### src/rtl/rs_fu_issue_scheduler.sv
`default_nettype none
// ============================================================================
// Module      : rs_fu_issue_scheduler
// Description : Registered, fairness-aware matcher of ready reservation-station
//               entries to free functional units. A rotating round-robin start
//               pointer orders the RS scan. Per-FU busy countdown counters stop
//               a multi-cycle, non-pipelined FU from being re-issued too early.
//               Grants are registered and appear on the outputs one cycle after
//               the decision is made.
// Revision    : 1.0 - initial release
// ============================================================================
module rs_fu_issue_scheduler #(
    parameter int NUM_OF_RS    = 8,
    parameter int NUM_OF_FU    = 2,
    parameter int FU_IDX_WIDTH = (NUM_OF_FU <= 1) ? 1 : $clog2(NUM_OF_FU),
    parameter int RS_IDX_WIDTH = (NUM_OF_RS <= 1) ? 1 : $clog2(NUM_OF_RS),
    parameter int LAT_WIDTH    = 4
) (
    input  logic                              clk,
    input  logic                              rst,
    input  logic                              flush,
    input  logic [NUM_OF_RS-1:0]              rs_ready,
    input  logic [NUM_OF_RS*LAT_WIDTH-1:0]    rs_latency,
    input  logic [NUM_OF_FU-1:0]              fu_enable,
    output logic [NUM_OF_RS-1:0]              rs_dispatch_en,
    output logic [NUM_OF_RS*FU_IDX_WIDTH-1:0] rs_fu_assign,
    output logic [NUM_OF_FU-1:0]              fu_issue_valid,
    output logic [NUM_OF_FU*RS_IDX_WIDTH-1:0] fu_issue_rs_idx,
    output logic [NUM_OF_FU-1:0]              fu_busy,
    output logic [RS_IDX_WIDTH-1:0]           rr_ptr
);

    // One extra bit so that rr_ptr + offset never overflows before the wrap.
    localparam int                  c_SCAN_W   = RS_IDX_WIDTH + 1;
    localparam logic [c_SCAN_W-1:0] c_NUM_RS_X = c_SCAN_W'(NUM_OF_RS);

    // ------------------------------------------------------------------
    // Registered state
    // ------------------------------------------------------------------
    logic [NUM_OF_RS-1:0]              r_dispatch_en;
    logic [NUM_OF_RS*FU_IDX_WIDTH-1:0] r_fu_assign;
    logic [NUM_OF_FU-1:0]              r_issue_valid;
    logic [NUM_OF_FU*RS_IDX_WIDTH-1:0] r_issue_rs_idx;
    logic [LAT_WIDTH-1:0]              r_busy_cnt [NUM_OF_FU];
    logic [RS_IDX_WIDTH-1:0]           r_rr_ptr;

    // ------------------------------------------------------------------
    // Combinational matching results
    // ------------------------------------------------------------------
    logic [NUM_OF_FU-1:0]              w_fu_free;
    logic [NUM_OF_FU-1:0]              w_fu_avail;
    logic [NUM_OF_RS-1:0]              w_nxt_dispatch;
    logic [NUM_OF_RS*FU_IDX_WIDTH-1:0] w_nxt_assign;
    logic [NUM_OF_FU-1:0]              w_nxt_valid;
    logic [NUM_OF_FU*RS_IDX_WIDTH-1:0] w_nxt_rs_idx;
    logic [LAT_WIDTH-1:0]              w_busy_load [NUM_OF_FU];
    logic [LAT_WIDTH-1:0]              w_lat;
    logic [c_SCAN_W-1:0]               w_scan_sum;
    logic [RS_IDX_WIDTH-1:0]           w_scan_idx;
    logic                              w_found;
    logic                              w_any_grant;
    logic [RS_IDX_WIDTH-1:0]           w_last_idx;
    logic [c_SCAN_W-1:0]               w_rr_sum;
    logic [RS_IDX_WIDTH-1:0]           w_nxt_rr;

    // An FU can accept work only when enabled and its occupancy has drained.
    generate
        for (genvar g = 0; g < NUM_OF_FU; g++) begin : g_fu_state
            assign w_fu_free[g] = fu_enable[g] && (r_busy_cnt[g] == '0);
            assign fu_busy[g]   = (r_busy_cnt[g] != '0);
        end
    endgenerate

    // Scan RS entries from rr_ptr; each candidate takes the lowest free FU left.
    always_comb begin
        w_fu_avail     = w_fu_free;
        w_nxt_dispatch = '0;
        w_nxt_assign   = '0;
        w_nxt_valid    = '0;
        w_nxt_rs_idx   = '0;
        w_any_grant    = 1'b0;
        w_last_idx     = '0;
        w_lat          = '0;
        w_scan_sum     = '0;
        w_scan_idx     = '0;
        w_found        = 1'b0;
        for (int f = 0; f < NUM_OF_FU; f++) begin
            w_busy_load[f] = '0;
        end
        for (int k = 0; k < NUM_OF_RS; k++) begin
            w_scan_sum = {1'b0, r_rr_ptr} + c_SCAN_W'(k);
            if (w_scan_sum >= c_NUM_RS_X) begin
                w_scan_sum = w_scan_sum - c_NUM_RS_X;
            end
            w_scan_idx = w_scan_sum[RS_IDX_WIDTH-1:0];
            w_lat      = rs_latency[w_scan_idx*LAT_WIDTH +: LAT_WIDTH];
            w_found    = 1'b0;
            // An entry already dispatching this cycle is masked to avoid re-issue.
            if (rs_ready[w_scan_idx] && !r_dispatch_en[w_scan_idx]) begin
                for (int f = 0; f < NUM_OF_FU; f++) begin
                    if (!w_found && w_fu_avail[f]) begin
                        w_found                  = 1'b1;
                        w_fu_avail[f]            = 1'b0;
                        w_nxt_valid[f]           = 1'b1;
                        w_nxt_dispatch[w_scan_idx] = 1'b1;
                        w_nxt_rs_idx[f*RS_IDX_WIDTH +: RS_IDX_WIDTH] = w_scan_idx;
                        w_nxt_assign[w_scan_idx*FU_IDX_WIDTH +: FU_IDX_WIDTH] =
                            FU_IDX_WIDTH'(f);
                        // A latency of 0 behaves like 1: free again next cycle.
                        w_busy_load[f] = (w_lat == '0) ? '0 : (w_lat - LAT_WIDTH'(1));
                        w_any_grant    = 1'b1;
                        w_last_idx     = w_scan_idx;
                    end
                end
            end
        end
    end

    // Next round-robin start: one past the last granted entry, with wrap.
    always_comb begin
        w_rr_sum = {1'b0, w_last_idx} + c_SCAN_W'(1);
        if (w_rr_sum >= c_NUM_RS_X) begin
            w_rr_sum = w_rr_sum - c_NUM_RS_X;
        end
        w_nxt_rr = w_any_grant ? w_rr_sum[RS_IDX_WIDTH-1:0] : r_rr_ptr;
    end

    // Register grants, run busy counters and advance the pointer; flush clears all.
    always_ff @(posedge clk) begin
        if (rst || flush) begin
            r_dispatch_en  <= '0;
            r_fu_assign    <= '0;
            r_issue_valid  <= '0;
            r_issue_rs_idx <= '0;
            r_rr_ptr       <= '0;
            for (int f = 0; f < NUM_OF_FU; f++) begin
                r_busy_cnt[f] <= '0;
            end
        end else begin
            r_dispatch_en  <= w_nxt_dispatch;
            r_fu_assign    <= w_nxt_assign;
            r_issue_valid  <= w_nxt_valid;
            r_issue_rs_idx <= w_nxt_rs_idx;
            r_rr_ptr       <= w_nxt_rr;
            for (int f = 0; f < NUM_OF_FU; f++) begin
                if (w_nxt_valid[f]) begin
                    r_busy_cnt[f] <= w_busy_load[f];
                end else if (r_busy_cnt[f] != '0) begin
                    r_busy_cnt[f] <= r_busy_cnt[f] - LAT_WIDTH'(1);
                end
            end
        end
    end

    assign rs_dispatch_en  = r_dispatch_en;
    assign rs_fu_assign    = r_fu_assign;
    assign fu_issue_valid  = r_issue_valid;
    assign fu_issue_rs_idx = r_issue_rs_idx;
    assign rr_ptr          = r_rr_ptr;

endmodule
`default_nettype wire

### config.mk
export PLATFORM = sky130hd
export DESIGN_NAME = rs_fu_issue_scheduler
export DESIGN_NICKNAME = d
export VERILOG_FILES = /design/src/rtl/rs_fu_issue_scheduler.sv
export SDC_FILE = /design/constraint.sdc
export NUM_CORES = 1
export LEC_CHECK = 0
export BUFFER_PORTS_ARGS = -buffer_cell sky130_fd_sc_hd__buf_2
export CAP_MARGIN = 25
export CORE_ASPECT_RATIO = 1.25
export CORE_UTILIZATION = 60
export CTS_BUF_LIST = sky130_fd_sc_hd__clkbuf_4 sky130_fd_sc_hd__clkbuf_8
export DETAILED_ROUTE_END_ITERATION = 7
export HOLD_SLACK_MARGIN = 0.02
export PLACE_DENSITY = 0.81
export SLEW_MARGIN = 20
export SYNTH_ARGS = -nofsm -noshare
export SYNTH_HDL_FRONTEND = slang
export SYNTH_SLANG_ARGS = --single-unit
### constraint.sdc
create_clock -name clk -period 5.3 [get_ports clk]
set_clock_uncertainty 0.2 [all_clocks]
set_input_delay 0.265 -clock clk [delete_from_list [all_inputs] [get_ports clk]]
set_output_delay 0.265 -clock clk [all_outputs]
set_load 0.02 [all_outputs]
==> impl_metrics.json <==
{
  "grt_pass1_vias": 7070,
  "fin_hold_ws_ps": 247,
  "via_per_inst": 7.58,
  "synth_ff_type": "dfxtp_1",
  "place_hpwl_mm": 19.2,
  "antennaDiodeCount": 0,
  "cts_root_buffer": "clkbuf_8",
  "area_growth_pct": 7.83,
  "io_pins": 74,
  "max_slew.worst_pin.slew_ps": 1050,
  "min_period_over_period_pct": 89.1,
  "die_h_um": 119,
  "synth-edff-count": 8,
  "clk-insertion-delay-late_ps": 310,
  "vias": 7588,
  "netlist_instances": 818,
  "grt_max_degree": 39,
  "min_period_ps": 4720,
  "drc": 0,
  "setup_viol": 0,
  "syn_avg_cell_area_um2": 8.09,
  "startpoint_type": "register",
  "yosysUniqueCellTypes": 90,
  "hold_class": "input port to register",
  "slew_violations": 0,
  "nets": 948,
  "final_cell_mix": "nand2_1 (92), nor2_1 (87), buf_2 (73), mux4_2 (46), nand3_1 (43)",
  "netlist_area_um2": 6620,
  "die_area_um2": 11500,
  "start_util_pct": 62.0,
  "grt_use_total_pct": 44.3,
  "slew_headroom_pct": 29.4,
  "drive_above_1_share_pct": 23.7,
  "clock_sinks": 35,
  "vdd_ir_drop_max_uv": 627,
  "hp-start": "fu_enable[0]",
  "rows": 42,
  "path_max_fanout": 38,
  "cts_buffer_depth": 2,
  "startpoint": "rr_ptr[0]",
  "synth_fp_nets": 898,
  "die_x_um": 95.9,
  "holdBufCountCts": 0,
  "cts_tree": "done",
  "cts_buffers": 5,
  "port_buffers": 73,
  "final_common_cell": "nand2_1",
  "fmax_ghz": 0.212,
  "antenna_found_initial": 0,
  "crit_type": "register to register",
  "antenna_left": 0,
  "cp.required_ps": 5330,
  "rsz0062_at_grt": "false",
  "grt_overflow": 0,
  "path_clk_slew_ps": 70,
  "setup_tns_ps": 0,
  "grt_pass1_wl_mm": 38.3,
  "post_cts_buffers": 0,
  "finalHoldViolCount": 0,
  "p_per_area_nw_per_um2": 690,
  "end_kind": "register",
  "htreeDepth": 2,
  "r2r-start": "rr_ptr[0]",
  "synth-seq-cells": 35,
  "p_leak_nw": 2.75,
  "fillerInstances": 963,
  "worstPathArrival_ps": 4750,
  "drt-initial-drc-count": 1218,
  "cap_violations": 0,
  "ys_seq_area_share_pct": 11.8,
  "async_flop_share_pct": 0,
  "fp.coreArea_um2": 10700,
  "totalWireLength_mm": 24.9,
  "place_congestion": 1.13,
  "cts_resized": 0,
  "post_drt_wl_per_cell_um": 24.9,
  "ys_warn_count": 0,
  "status": "finished, final reports clean",
  "first_pass_iters": 8
}
==> per-stage QoR <==
| step | utilization [%] | cell area, um^2 | total power [mW] | cells | worst slack, ps |
|---|---|---|---|---|---|
| after floorplan | - | 6620 | 3.56 | 818 | 843 |
| after global placement | 66.0 | 7040 | 4.43 | 993 | 840 |
| after detailed placement | 66.0 | 7040 | 4.53 | 993 | 604 |
| after CTS | 66.9 | 7130 | 4.76 | 1001 | 583 |
| after global routing | 66.9 | 7130 | 5.21 | 1001 | 214 |
| final | 66.9 | 7130 | 4.92 | 1001 | 579 |
==> cell usage after synthesis, types with 17 or more instances <==
cell,n,area (um^2)
ha_1,35,438
clkbuf_1,23,86.3
o21ai_0,40,200
dfxtp_1,27,541
a211oi_1,17,128
nor3_1,25,125
a21oi_1,42,210
mux4_2,46,1040
nand2_1,92,345
mux2i_1,32,320
nor2_1,87,327
nand3_1,43,215
==> cells by family (layout without fill, tap and decap cells) <==
group | count (synthesis) | after routing | share of synthesized area (%)
AO/OA/AOI/OAI | 243 | 243 | 27.1
XOR/XNOR | 9 | 9 | 1.42
adder cells (fa/ha/maj) | 35 | 35 | 6.62
buffers and inverters | 68 | 119 | 4.86
flip-flops | 35 | 35 | 11.8
multiplexers | 88 | 88 | 22.2
AND/OR/NAND/NOR | 340 | 340 | 26.0
==> metal layers <==
layer / wire, um / vias up / track usage [%]
met5: 0 / - / 0
met4: 1650 / 0 / 24.8
met3: 2960 / 146 / 10.7
met2: 11100 / 640 / 66.4
met1: 9150 / 3509 / 57.6
li1: - / 3293 / -
==> layout make-up <==
class	instances	area, um^2	share of cell area [%]
well taps	132	165	2.31
clock inverters	1	5.00	0.0702
clock buffers	7	90.1	1.26
repair buffers	91	500	7.02
inverters	20	75.1	1.05
multi-input cells	715	5510	77.3
flip-flops and latches	35	785	11.0
==> state kept, by name, indices dropped and copies added (netlist names) <==
signal and cells:
fu_issue_rs_idx 6, r_busy_cnt 8, rs_dispatch_en 8, rr_ptr 3
fu_issue_valid 2, rs_fu_assign 8
==> path summary, 6_finish.rpt <==
path / cells after the start / to / slack (ps)
hold reg to reg: 1 / rs_dispatch_en[7] / 410
setup / recovery: 14 / rr_ptr[2] / 580
hold / removal: 3 / r_busy_cnt[0][0] / 250
setup reg to reg: 14 / rr_ptr[2] / 580
==> critical path, cell delays in order, from the launching register on <==
cell	delay, ps
dfxtp_4	450
buf_4	510
o21ai_0	330
mux4_2	720
a211oi_1	330
or2_1	390
nand3_1	310
a21oi_4	350
nor2_1	70
o21ai_0	100
a21boi_0	220
o22ai_1	110
ha_1	210
xor2_1	160
a21oi_1	160
==> where the power goes <==
part | leakage, nW | total, mW | internal, mW | switching [mW]
clock network | 0.0517 | 0.220 | 0.110 | 0.110
registers | 0.312 | 0.417 | 0.357 | 0.0605
logic | 2.38 | 4.29 | 1.48 | 2.81
(Power assumes the default switching activity.)
